===== config.mk =====
export PLATFORM = sky130hd
export DESIGN_NAME = lsu_mem_port
export DESIGN_NICKNAME = d
export VERILOG_FILES = /design/src/rtl/lsu_mem_pkg.sv /design/src/rtl/lsu_wb_fwd.sv /design/src/rtl/lsu_mem_port.sv
export SDC_FILE = /design/constraint.sdc
export NUM_CORES = 1
export LEC_CHECK = 0
export CORE_MARGIN = 3
export CORE_UTILIZATION = 45
export DETAILED_ROUTE_END_ITERATION = 6
export HOLD_SLACK_MARGIN = 0.12
export PLACE_DENSITY = 0.71
export SLEW_MARGIN = 20
export SYNTH_ARGS = -nofsm -noshare
export SYNTH_HDL_FRONTEND = slang
export SYNTH_HIERARCHICAL = 1
export SYNTH_SLANG_ARGS = --single-unit

===== constraint.sdc =====
create_clock -name clk -period 8.4 [get_ports clk]
set_input_delay 2.1 -clock clk [delete_from_list [all_inputs] [get_ports clk]]
set_output_delay 2.1 -clock clk [all_outputs]
set_load 0.01 [all_outputs]

===== src/rtl/lsu_mem_pkg.sv =====
// ============================================================================
//  Module      : lsu_mem_pkg
//  Description : Shared types and defaults for the LSU memory port: the
//                write-buffer entry layout, default sizing constants and a
//                bytewise merge helper.
//  Revision    : 1.0 - initial release
// ============================================================================
`default_nettype none

package lsu_mem_pkg;

    localparam int unsigned c_WB_DEPTH = 4;   // default write-buffer entries
    localparam int unsigned c_SRAM_AW  = 12;  // default SRAM word-address width
    localparam int unsigned c_WORD_AW  = 30;  // LSU word-address width

    // One buffered write. addr holds the word address already truncated
    // to the SRAM address width (upper bits forced to zero).
    typedef struct packed {
        logic [c_WORD_AW-1:0] addr;
        logic [31:0]          data;
        logic [3:0]           mask;
        logic                 valid;
    } wb_entry_t;

    // Replace the bytes of old_d selected by m with the bytes of new_d.
    function automatic logic [31:0] byte_merge(input logic [31:0] old_d,
                                               input logic [31:0] new_d,
                                               input logic [3:0]  m);
        logic [31:0] r;
        r = old_d;
        for (int b = 0; b < 4; b++) begin
            if (m[b]) r[b*8 +: 8] = new_d[b*8 +: 8];
        end
        return r;
    endfunction

endpackage

`default_nettype wire


===== src/rtl/lsu_wb_fwd.sv =====
// ============================================================================
//  Module      : lsu_wb_fwd
//  Description : Combinational byte-forwarding search. Walks the write buffer
//                from oldest to youngest so that younger hits overwrite older
//                ones, then lets the write accepted this cycle win over all.
//  Revision    : 1.0 - initial release
// ============================================================================
`default_nettype none

module lsu_wb_fwd
    import lsu_mem_pkg::*;
#(
    parameter int unsigned WB_DEPTH = c_WB_DEPTH,
    parameter int unsigned PW       = $clog2(c_WB_DEPTH)
) (
    input  wb_entry_t [WB_DEPTH-1:0] entries_i,
    input  logic [PW-1:0]            head_i,
    input  logic [c_WORD_AW-1:0]     raddr_i,
    input  logic                     new_vld_i,
    input  logic [c_WORD_AW-1:0]     new_addr_i,
    input  logic [31:0]              new_data_i,
    input  logic [3:0]               new_mask_i,
    output logic [3:0]               fwd_mask_o,
    output logic [31:0]              fwd_data_o
);

    logic [PW-1:0] idx;

    // Age-ordered priority search: later (younger) matches overwrite earlier.
    always_comb begin
        fwd_mask_o = 4'b0000;
        fwd_data_o = 32'h0;
        idx        = head_i;
        for (int k = 0; k < int'(WB_DEPTH); k++) begin
            idx = head_i + PW'(k);
            if (entries_i[idx].valid && (entries_i[idx].addr == raddr_i)) begin
                fwd_data_o = byte_merge(fwd_data_o, entries_i[idx].data, entries_i[idx].mask);
                fwd_mask_o = fwd_mask_o | entries_i[idx].mask;
            end
        end
        if (new_vld_i && (new_addr_i == raddr_i)) begin
            fwd_data_o = byte_merge(fwd_data_o, new_data_i, new_mask_i);
            fwd_mask_o = fwd_mask_o | new_mask_i;
        end
    end

endmodule

`default_nettype wire


===== src/rtl/lsu_mem_port.sv =====
// ============================================================================
//  Module      : lsu_mem_port
//  Description : LSU-to-single-port-SRAM adapter. Reads have a fixed 1-cycle
//                latency and never stall; writes are queued in a FIFO write
//                buffer that drains to the SRAM in cycles without a read.
//                Reads see buffered data through bytewise forwarding.
//  Config      : LSU_WB_COALESCE_EN - when defined, a write to the address of
//                the youngest buffered entry merges into it instead of
//                allocating a new entry.
//  Revision    : 1.0 - initial release
// ============================================================================
`default_nettype none

module lsu_mem_port
    import lsu_mem_pkg::*;
#(
    parameter int unsigned WB_DEPTH = c_WB_DEPTH,  // power of two, >= 2
    parameter int unsigned SRAM_AW  = c_SRAM_AW
) (
    input  logic                 clk,
    input  logic                 rst,
    input  logic                 IN_re,
    input  logic [29:0]          IN_readAddr,
    input  logic                 IN_we,
    input  logic [29:0]          IN_writeAddr,
    input  logic [31:0]          IN_writeData,
    input  logic [3:0]           IN_wm,
    output logic [31:0]          OUT_readData,
    output logic                 OUT_wbFull,
    output logic                 OUT_overflow,
    output logic                 OUT_SRAM_ce,
    output logic                 OUT_SRAM_we,
    output logic [SRAM_AW-1:0]   OUT_SRAM_addr,
    output logic [31:0]          OUT_SRAM_wdata,
    output logic [3:0]           OUT_SRAM_wm,
    input  logic [31:0]          IN_SRAM_rdata
);

    localparam int unsigned     PW          = $clog2(WB_DEPTH);
    localparam logic [PW:0]     c_FULL      = (PW+1)'(WB_DEPTH);
    localparam logic [29:0]     c_ADDR_MASK = 30'((64'(1) << SRAM_AW) - 64'(1));

    wb_entry_t [WB_DEPTH-1:0] wb_q;
    logic [PW-1:0] head_q, tail_q;
    logic [PW:0]   count_q, count_d;
    logic          full_q, full_d;
    logic          ovf_q, ovf_d;
    logic          rd_vld_q;
    logic [3:0]    fwd_mask, fwd_mask_q;
    logic [31:0]   fwd_data, fwd_data_q;

    logic [29:0]   rd_addr, wr_addr;
    logic          rd_req, wr_req, wr_acc, wr_nz, drain, coalesce, alloc;

`ifdef LSU_WB_COALESCE_EN
    logic [PW-1:0] yidx;
`endif

    // Request decode, drain/allocation decisions and next occupancy.
    always_comb begin
        rd_addr  = IN_readAddr & c_ADDR_MASK;
        wr_addr  = IN_writeAddr & c_ADDR_MASK;
        rd_req   = ~rst & ~IN_re;
        wr_req   = ~rst & ~IN_we;
        wr_acc   = wr_req & ~full_q;
        wr_nz    = wr_acc & (IN_wm != 4'b0000);
        drain    = ~rst & IN_re & (count_q != '0);
`ifdef LSU_WB_COALESCE_EN
        yidx     = tail_q - PW'(1);
        // The youngest entry is only the drained head when it is the sole entry.
        coalesce = wr_nz & wb_q[yidx].valid & (wb_q[yidx].addr == wr_addr)
                 & ~(drain & (yidx == head_q));
`else
        coalesce = 1'b0;
`endif
        alloc    = wr_nz & ~coalesce;
        count_d  = count_q + (PW+1)'(alloc) - (PW+1)'(drain);
        full_d   = (count_d == c_FULL);
        ovf_d    = ovf_q | (wr_req & full_q);
    end

    lsu_wb_fwd #(
        .WB_DEPTH (WB_DEPTH),
        .PW       (PW)
    ) u_fwd (
        .entries_i  (wb_q),
        .head_i     (head_q),
        .raddr_i    (rd_addr),
        .new_vld_i  (wr_nz),
        .new_addr_i (wr_addr),
        .new_data_i (IN_writeData),
        .new_mask_i (IN_wm),
        .fwd_mask_o (fwd_mask),
        .fwd_data_o (fwd_data)
    );

    // Buffer pointers, entries, status flags and the read-side forward stage.
    always_ff @(posedge clk) begin
        if (rst) begin
            wb_q       <= '0;
            head_q     <= '0;
            tail_q     <= '0;
            count_q    <= '0;
            full_q     <= 1'b0;
            ovf_q      <= 1'b0;
            rd_vld_q   <= 1'b0;
            fwd_mask_q <= 4'b0000;
            fwd_data_q <= 32'h0;
        end else begin
            head_q     <= head_q + PW'(drain);
            tail_q     <= tail_q + PW'(alloc);
            count_q    <= count_d;
            full_q     <= full_d;
            ovf_q      <= ovf_d;
            rd_vld_q   <= rd_req;
            fwd_mask_q <= fwd_mask;
            fwd_data_q <= fwd_data;
            if (drain) begin
                wb_q[head_q].valid <= 1'b0;
            end
            if (alloc) begin
                wb_q[tail_q] <= '{addr: wr_addr, data: IN_writeData, mask: IN_wm, valid: 1'b1};
            end
`ifdef LSU_WB_COALESCE_EN
            if (coalesce) begin
                wb_q[yidx].data <= byte_merge(wb_q[yidx].data, IN_writeData, IN_wm);
                wb_q[yidx].mask <= wb_q[yidx].mask | IN_wm;
            end
`endif
        end
    end

    // A read owns the SRAM; otherwise the buffer head drains.
    assign OUT_SRAM_ce    = ~(rd_req | drain);
    assign OUT_SRAM_we    = ~drain;
    assign OUT_SRAM_addr  = drain ? wb_q[head_q].addr[SRAM_AW-1:0] : IN_readAddr[SRAM_AW-1:0];
    assign OUT_SRAM_wdata = drain ? wb_q[head_q].data : 32'h0;
    assign OUT_SRAM_wm    = drain ? wb_q[head_q].mask : 4'b0000;

    assign OUT_readData   = rd_vld_q ? byte_merge(IN_SRAM_rdata, fwd_data_q, fwd_mask_q) : 32'h0;
    assign OUT_wbFull     = full_q;
    assign OUT_overflow   = ovf_q;

endmodule

`default_nettype wire


==> results by group, run 1 <==
Worst hold path
  – Worst Hold Class: reg2reg

Floorplanning
  – Die area: 0.0501 mm^2
  – Core region area: around 0.047 mm^2
  – Rows: 79
  – Starting Density: between 40% and 50%
  – Ports: roughly 220
  – Die Span Y: 224 um
  – DIE WIDTH: roughly 220 um

Synth
  – Adder-cell share of the synthesized area: less than 1%
  – Post-synth top cells: mux2i_1, nor2b_1, dfxtp_1
  – Top cells by area, synth: dfxtp_1, mux2i_1, mux2_2, nor2b_1, mux4_2
  – Largest family of logic cells by synthesized area: multiplexers
  – FF+latch count, synth: 242
  – Synth top area share: a little under a quarter
  – Post-synth EDFFs: 0
  – Count leader, synth: mux2i_1
  – Simple logic cell fraction of the synthesized area: roughly a fifth
  – YS warnings: 6
  – Async S/R FF share, synth: 0%
  – Syn Area/Cell: around 9.5 um^2
  – Prevailing post-synth register cell: dfxtp_1
  – Syn Inst Count: 2250
  – Compound-Gate Fraction of Synth Area: a little over an eighth
  – Seq/Total Area, Yosys: a little under a quarter
  – Yosys top cell by area: dfxtp_1
  – Post-synthesis mux area share: roughly a third
  – Cell Area, Synth: roughly 0.021 mm^2
  – Count of cell types in the netlist: 82
  – Post-Synth XOR/XNOR Area: 4.93%

Worst setup path
  – Critical path arrival: between 4 and 5 ns
  – Reg-to-reg slack, setup: between 2 and 3 ns
  – Critical Path Slowest Stage Cell: inv_2
  – Max FO, Critical Path: 29
  – Crit path buffers/inverters: 4
  – Type of origin of the critical path: primary input
  – Crit. End Element: output port
  – Setup CP Type: in2out
  – Most Frequent Cell on Critical Path: clkdlybuf4s50_1
  – Cell Chain, Critical Path: clkdlybuf4s50_1 -> nand2b_1 -> or2_2 -> inv_2 -> buf_4 -> and2_1 -> clkdlybuf4s50_1
  – Worst Path Required: 6.30 ns
  – Cell family contributing the most delay on the critical path: buffers and inverters
  – Largest stage delay, worst path: 0.54 ns

CTS
  – Setup bufs post-CTS: 0
  – Clock H-tree levels: 1
  – CTS Sinks: 242
  – Worst-Skew Late Latency: 0.59 ns
  – Post-CTS sizing: 0
  – CTS tree: done
  – Clk slew on worst S/H paths: 0.06 ns
  – Num CTS Buffers: 29
  – CTS Buffer Depth: 3
  – Root buffer cell: clkbuf_16
  – # hold bufs at CTS: 0

Timing
  – Hold slack: around 0.48 ns
  – Slew margin rel.: approximately 18%
  – Fin worst setup slack: approximately 1.6 ns
  – Final setup viols: 0
  – Slew @ Worst Pin: about 1.2 ns
  – Crit path time final: 6.80 ns
  – RSZ-0062 raised after global routing: false
  – FMAX: roughly 0.15 GHz
  – Setup Skew: 0.0180 ns
  – Final Max Slew Viols: 0
  – Final worst path period share: between 80% and 90%
  – Setup TNS: 0 ns
  – Final Hold Violating Endpoints: 0

Global route
  – Antenna violations before repair: 1
  – First-pass GRT wire length: 102 mm
  – Total grt overflow: 0
  – Vias in the first global route: between 15k and 20k
  – Largest net degree at the start of global routing: ~140
  – Overall Global Routing Usage: 25.3%

Pwr
  – Power density over the cells: about 150 mW/mm^2
  – Peak supply drop: 0.153 mV
  – Tot Pwr: roughly 3.8 mW
  – Leakage: 9.44 nW

Detailed routing
  – DR pass1 iterations: 6
  – Vias/cell: just under 6
  – Detailed router's first-iteration violation count: 1597
  – Routed wire length: about 65 mm
  – Via count: 18.0k
  – Antenna Nets Post-Route: 0
  – Routed len/inst: 20.9 um
  – # DRC: 0

Flow run
  – Max-cap violations: 0

Layout
  – P&R area growth vs syn: 15.5%
  – Share of post-route cells with drive strength above 1: around a fifth
  – Non-Filler Instances: approximately 3.1k
  – Fill count: ~4.3k
  – NumNets Final: approximately 2.6k
  – Utilization after layout: 52.8%
  – Design area: between 0.02 and 0.025 mm^2

Status
  – Status: finished, final reports clean

Placement
  – HPWL after DPL: around 45 mm
  – Port Buffers: ~180
  – DP Cell Count: slightly above 3k
  – Dpl cell area: around 0.024 mm^2
  – Dpl ws: roughly 1.6 ns
  – GP Congestion: ~0.98
==> tightest hold or removal path: cells and delay by family, from the launching register on <==
| family | cells | cell delay, ns |
|---|---|---|
| compound gates | 1 | 0.04 |
| flops | 1 | 0.34 |
| simple gates | 1 | 0.07 |
==> layout by cell type, fill, tap and decap left out, types with 85 or more instances in the layout <==
master / count
clkdlybuf4s50_1: 178
mux2i_1: 261
nor2b_1: 251
mux2_2: 155
mux2_4: 85
xnor2_1: 90
conb_1: 223
o21ai_0: 95
nand2_1: 163
dfxtp_1: 239
==> path summary, 6_finish.rpt <==
check	start	to	cells past startpoint
worst min-delay path	OUT_overflow	OUT_overflow	2
worst min register to register	OUT_overflow	OUT_overflow	2
worst max register to register	head_q[1]	fwd_data_q[16]	11
worst max-delay path	IN_re	OUT_SRAM_wm[0]	7
==> kinds of logic after synthesis <==
family	count (synthesis)
buffers and inverters	219
adder cells (fa/ha/maj)	5
flip-flops	242
other	1
AO/OA/AOI/OAI	366
AND/OR/NAND/NOR	717
XOR/XNOR	120
multiplexers	580
==> final cells by class <==
type | instances | area (um^2) | share of cell area [%]
Multi-Input combinational cell | 2011 | 16100 | 65.3
Sequential cell | 242 | 4850 | 19.7
Timing Repair Buffer | 198 | 1950 | 7.91
Clock buffer | 43 | 838 | 3.40
Tap cell | 607 | 759 | 3.08
Inverter | 18 | 75.1 | 0.305
Clock inverter | 4 | 63.8 | 0.259
Antenna cell | 2 | 5.00 | 0.0203
==> power breakdown <==
part           internal, mW  total [mW]  switching, mW  leakage, nW
clock                 0.713        1.22          0.504        0.442
sequential             1.22        1.33          0.105         1.96
combinational         0.583        1.26          0.681         7.04
total                  2.52        3.81           1.29         9.44
==> state kept, by name, summed over array words and instances (netlist names) <==
name / cells
rd_vld_q: 1
wb_q: 196
fwd_mask_q: 4
OUT_overflow: 1
OUT_wbFull: 1
count_q: 3
tail_q: 2
fwd_data_q: 32
head_q: 2
==> layer usage <==
layer / wire length (um) / up-vias / global-route usage [%] / share of wire [%]
li1: - / 8529 / - / -
met1: 29100 / 8758 / 34.3 / 45
met2: 29700 / 613 / 41.0 / 45
met3: 4100 / 136 / 3.59 / 6.3
met4: 2450 / 0 / 9.64 / 3.7
met5: 0 / - / 0 / 0
Note: power is estimated with default switching activity, not from simulation.
==> run 2: changes to the inputs <==
--- a/config.mk
+++ b/config.mk
@@ -9,7 +9,7 @@
 export CORE_UTILIZATION = 45
 export DETAILED_ROUTE_END_ITERATION = 6
 export HOLD_SLACK_MARGIN = 0.12
-export PLACE_DENSITY = 0.71
+export PLACE_DENSITY = 0.74
 export SLEW_MARGIN = 20
 export SYNTH_ARGS = -nofsm -noshare
 export SYNTH_HDL_FRONTEND = slang
==> constraint.sdc (replaced) <==
create_clock -name clk -period 5.75 [get_ports clk]
set_input_delay 1.4375 -clock clk [delete_from_list [all_inputs] [get_ports clk]]
set_output_delay 1.4375 -clock clk [all_outputs]
set_load 0.01 [all_outputs]
==> results by group, run 2 (same netlist as run 1, synthesis figures left out) <==
Floorplanning
  – Rows: slightly below 80
  – Ports: roughly 220
  – Core region area: approximately 0.047 mm^2
  – Starting Density: about 46%
  – Die Span Y: approximately 220 um
  – Die area: 0.0501 mm^2
  – DIE WIDTH: between 200 and 250 um

CTS
  – Worst-Skew Late Latency: ~0.60 ns
  – Setup bufs post-CTS: 0
  – Clock H-tree levels: 1
  – Clk slew on worst S/H paths: 0.06 ns
  – CTS tree: done
  – Post-CTS sizing: 0
  – CTS Sinks: around 240
  – # hold bufs at CTS: 0
  – CTS Buffer Depth: 3
  – Root buffer cell: clkbuf_16
  – Num CTS Buffers: 29

Timing
  – RSZ-0062 raised after global routing: false
  – Slew margin rel.: 28.7%
  – Setup Skew: 0.0451 ns
  – Crit path time final: 5.08 ns
  – Slew @ Worst Pin: roughly 1.1 ns
  – Final setup viols: 0
  – Final Max Slew Viols: 0
  – Hold slack: ~0.48 ns
  – Final worst path period share: approximately nine tenths
  – FMAX: about 0.20 GHz
  – Setup TNS: 0 ns
  – Final Hold Violating Endpoints: 0

Worst setup path
  – Crit. End Element: output port
  – Cell family contributing the most delay on the critical path: buffers and inverters
  – Critical Path Slowest Stage Cell: clkdlybuf4s50_1
  – Most Frequent Cell on Critical Path: clkdlybuf4s50_1
  – Crit path buffers/inverters: 4
  – Largest stage delay, worst path: between 0.4 and 0.5 ns
  – Setup CP Type: in2out
  – Worst Path Required: approximately 4.3 ns
  – Type of origin of the critical path: primary input
  – Cell Chain, Critical Path: clkdlybuf4s50_1 -> nand2b_1 -> or2_2 -> inv_2 -> buf_4 -> mux2_2 -> clkdlybuf4s50_1
  – Max FO, Critical Path: 15
  – Critical path arrival: ~3.6 ns

Pwr
  – Power density over the cells: between 200 and 250 mW/mm^2
  – Tot Pwr: approximately 5.8 mW
  – Leakage: 9.64 nW
  – Peak supply drop: around 0.25 mV

Status
  – Failing checks: DRC
  – Status: finished, violations left

Global route
  – Largest net degree at the start of global routing: 107
  – Vias in the first global route: around 18k
  – Antenna violations before repair: 3
  – Total grt overflow: 0
  – Overall Global Routing Usage: approximately a quarter
  – First-pass GRT wire length: just over 100 mm

Placement
  – Port Buffers: roughly 180
  – HPWL after DPL: 45.6 mm
  – GP Congestion: between 0.9 and 1
  – DP Cell Count: 3103

Detailed routing
  – Antenna Nets Post-Route: 0
  – Routed len/inst: slightly above 20 um
  – DR pass1 iterations: 7
  – # DRC: 12
  – Routed wire length: around 65 mm
  – Via count: ~18k
  – Vias/cell: between 5 and 6
  – Detailed router's first-iteration violation count: approximately 1.6k

Layout
  – Most common cell after layout, fill and taps aside: mux2i_1
  – Share of post-route cells with drive strength above 1: approximately 21%
  – Non-Filler Instances: 3159
  – NumNets Final: roughly 2.7k
  – P&R area growth vs syn: 17.2%
  – Most flops, register: wb_q
  – Utilization after layout: 53.6%
  – Top flop regs: wb_q: 196 flops, fwd_data_q: 32 flops, fwd_mask_q: 4 flops
  – Largest register FFs: between 150 and 200
  – Most frequent cells in the layout: mux2i_1, nor2b_1, dfxtp_1, conb_1, clkdlybuf4s50_1

Flow run
  – Max-cap violations: 0

Worst hold path
  – Worst Hold Class: reg2reg
[run 2: changes by cell type in the layout (fill, tap and decap cells not counted), sizes merged]
cell / change
clkbuf: -4
bufinv: +3
clkinvlp: +4
clkinv: +4
buf: +27
[run 2: tightest hold or removal path, delay by kind of cell, from the launching register on]
| family | cells | cell delay [ns] |
|---|---|---|
| flops | 1 | 0.33 |
| simple gates | 1 | 0.07 |
| compound gates | 1 | 0.04 |
[run 2: path summary, 6_finish.rpt]
check / start / endpoint / slack [ns] / cells past startpoint
min: OUT_overflow / OUT_overflow / 0.48 / 2
max reg2reg: head_q[0] / fwd_data_q[23] / 1.35 / 9
max: IN_re / OUT_SRAM_addr[0] / 0.67 / 7
min reg2reg: OUT_overflow / OUT_overflow / 0.48 / 2
[run 2: metal layers]
layer | vias to the layer above | track usage [%] | share of wire (%)
li1 | 8614 | - | -
met1 | 8876 | 35.1 | 46
met2 | 556 | 41.2 | 46
met3 | 104 | 2.83 | 5.8
met4 | 0 | 6.95 | 2.4
met5 | - | 0 | 0
[run 2: cell type report]
cell class | count | area [um^2]
antenna | 2 | 5.00
sequential | 242 | 4850
multi-input combinational | 2011 | 16100
tap | 607 | 759
inverter | 18 | 75.1
timing repair buffer | 225 | 2220
fill | 4219 | 21600
clock buffer | 39 | 823
clock inverter | 15 | 189
[run 2: through the flow]
step                      setup WS (ns)  cell area (um^2)
after floorplan                    1.64             22200
after CTS                         0.660             25000
final                             0.668             25000
after global routing              0.602             25000
after global placement            0.689             24000
after detailed placement          0.667             24000
[run 2: power breakdown]
| group | internal [mW] | switching (mW) | leakage, nW |
|---|---|---|---|
| Sequential | 1.79 | 0.151 | 1.96 |
| Clock | 1.18 | 0.774 | 0.490 |
| Combinational | 0.866 | 0.998 | 7.19 |
==> run 3: changes to the inputs <==
--- a/config.mk
+++ b/config.mk
@@ -9,9 +9,11 @@
 export CORE_UTILIZATION = 45
 export DETAILED_ROUTE_END_ITERATION = 6
 export HOLD_SLACK_MARGIN = 0.12
+export MAX_ROUTING_LAYER = met4
 export PLACE_DENSITY = 0.74
 export SLEW_MARGIN = 20
 export SYNTH_ARGS = -nofsm -noshare
 export SYNTH_HDL_FRONTEND = slang
 export SYNTH_HIERARCHICAL = 1
 export SYNTH_SLANG_ARGS = --single-unit
+export TNS_END_PERCENT = 1
==> results by group, run 3 (same netlist as run 1, synthesis figures left out) <==
Placement
  – Port Buffers: between 150 and 200
  – GP Congestion: approximately 0.98
  – HPWL after DPL: approximately 46 mm
  – Dpl cell area: 0.0239 mm^2

Layout
  – Most flops, register: wb_q
  – Top flop regs: wb_q: 196 flops, fwd_data_q: 32 flops, fwd_mask_q: 4 flops
  – Most frequent cells in the layout: mux2i_1, nor2b_1, dfxtp_1, conb_1, clkdlybuf4s50_1
  – Utilization after layout: between 50% and 60%
  – P&R area growth vs syn: 16.9%
  – Most common cell after layout, fill and taps aside: mux2i_1
  – Design area: 0.0249 mm^2
  – Largest register FFs: about 200
  – Fill count: around 4.2k
  – Share of post-route cells with drive strength above 1: approximately a fifth
  – NumNets Final: between 2k and 3k

Timing
  – Slew margin rel.: 32.1%
  – Final worst path period share: a little over 90%
  – RSZ-0062 raised after global routing: false
  – Setup Skew: about 0.015 ns
  – Final Max Slew Viols: 0
  – FMAX: ~0.19 GHz
  – Setup TNS: 0 ns
  – Slew @ Worst Pin: just over 1 ns
  – Crit path time final: 5.30 ns
  – Hold slack: just under 0.5 ns
  – Final Hold Violating Endpoints: 0
  – Final setup viols: 0

Floorplanning
  – Ports: 216
  – Core region area: 0.0467 mm^2
  – Rows: 79
  – Die area: 0.0501 mm^2
  – Starting Density: a little under half
  – DIE WIDTH: about 220 um
  – Die Span Y: approximately 220 um

Global route
  – Vias in the first global route: ~18k
  – Largest net degree at the start of global routing: 131
  – First-pass GRT wire length: 102 mm
  – Overall Global Routing Usage: around a quarter
  – Total grt overflow: 0
  – Antenna violations before repair: 1

Pwr
  – Peak supply drop: between 0.2 and 0.25 mV
  – Sw power: about 1.9 mW
  – Leakage: 9.62 nW
  – Power density over the cells: approximately 230 mW/mm^2
  – Switching power share of the total: about a third
  – Clk network pwr share: 32.8%
  – Reg power frac: about a third
  – Int Power: 3.77 mW
  – Comb power frac: between 30% and 40%

Detailed routing
  – Antenna Nets Post-Route: 0
  – Routed len/inst: 20.9 um
  – Vias/cell: 5.84
  – Routed wire length: 66.0 mm
  – DR pass1 iterations: 7
  – Via count: about 18k
  – Detailed router's first-iteration violation count: ~1.7k
  – # DRC: 2

Worst setup path
  – CP startpoint: IN_re
  – Worst r2r src: head_q[1]
  – Max FO, Critical Path: 41
  – Critical path arrival: 3.86 ns
  – Type of origin of the critical path: primary input
  – Worst Path Required: 4.31 ns
  – Crit. End Element: output port
  – Setup CP Type: in2out

CTS
  – Worst-Skew Late Latency: 0.56 ns
  – CTS Sinks: roughly 240
  – Num CTS Buffers: 29
  – # hold bufs at CTS: 0
  – Clock H-tree levels: 1
  – CTS tree: done
  – Post-CTS sizing: 0
  – Setup bufs post-CTS: 0
  – CTS Buffer Depth: 3
  – Root buffer cell: clkbuf_16
  – Clk slew on worst S/H paths: roughly 0.050 ns

Status
  – Status: finished, violations left
  – Failing checks: DRC

Worst hold path
  – Worst Hold Class: reg2reg
  – Hold Crit Start: OUT_overflow

Flow run
  – Max-cap violations: 0
[run 3: changes by cell type in the layout (fill, tap and decap cells not counted), sizes merged]
cell / previous run / this run
clkinv: 6 / 3
bufinv: 4 / 2
buf: 47 / 46
inv: 19 / 20
clkinvlp: 4 / 0
clkbuf: 39 / 43
diode: 2 / 1
[run 3: power by group through the flow]
stage               combinational (mW)  sequential, mW  clock (mW)
floorplan                         1.39            1.89           0
global placement                  1.75            1.94           0
detailed placement                1.80            1.96           0
CTS                               1.81            1.92        1.89
global route                      2.04            1.94        1.95
finish                            1.89            1.92        1.86
[run 3: critical path, stage by stage]
cell and delay [ns]:
clkdlybuf4s50_1 0.49, nand2b_1 0.13, or2_2 0.34, inv_2 0.25, buf_12 0.26, mux2_2 0.41
clkdlybuf4s50_1 0.50
[run 3: path summary, 6_finish.rpt]
check                                        end  slack (ns)  depth (start not counted)
worst min-delay path                OUT_overflow        0.49                          2
worst max-delay path            OUT_SRAM_addr[0]        0.45                          7
worst max register to register    fwd_data_q[31]        1.29                         10
worst min register to register      OUT_overflow        0.49                          2
[run 3: layout make-up]
| type | count | area, um^2 | area share (%) |
|---|---|---|---|
| timing repair buffer | 224 | 2210 | 8.85 |
| tap | 607 | 759 | 3.05 |
| sequential | 242 | 4850 | 19.5 |
| antenna | 1 | 2.50 | 0.0100 |
| inverter | 18 | 75.1 | 0.301 |
| multi-input combinational | 2011 | 16100 | 64.5 |
| clock buffer | 43 | 858 | 3.44 |
| clock inverter | 7 | 96.3 | 0.386 |
[run 3: through the flow]
step	total power, mW	worst slack (ns)	instances
floorplan	3.28	1.64	2472
global placement	3.70	0.505	3101
detailed placement	3.76	0.466	3101
CTS	5.62	0.448	3151
global route	5.93	0.340	3153
finish	5.68	0.454	3153
[run 3: metal layers]
metal  routed length, um  track usage [%]
met4                2020             8.19
met1               29800             35.2
met2               30000             40.9
met5                   0                -
met3                4140             2.79
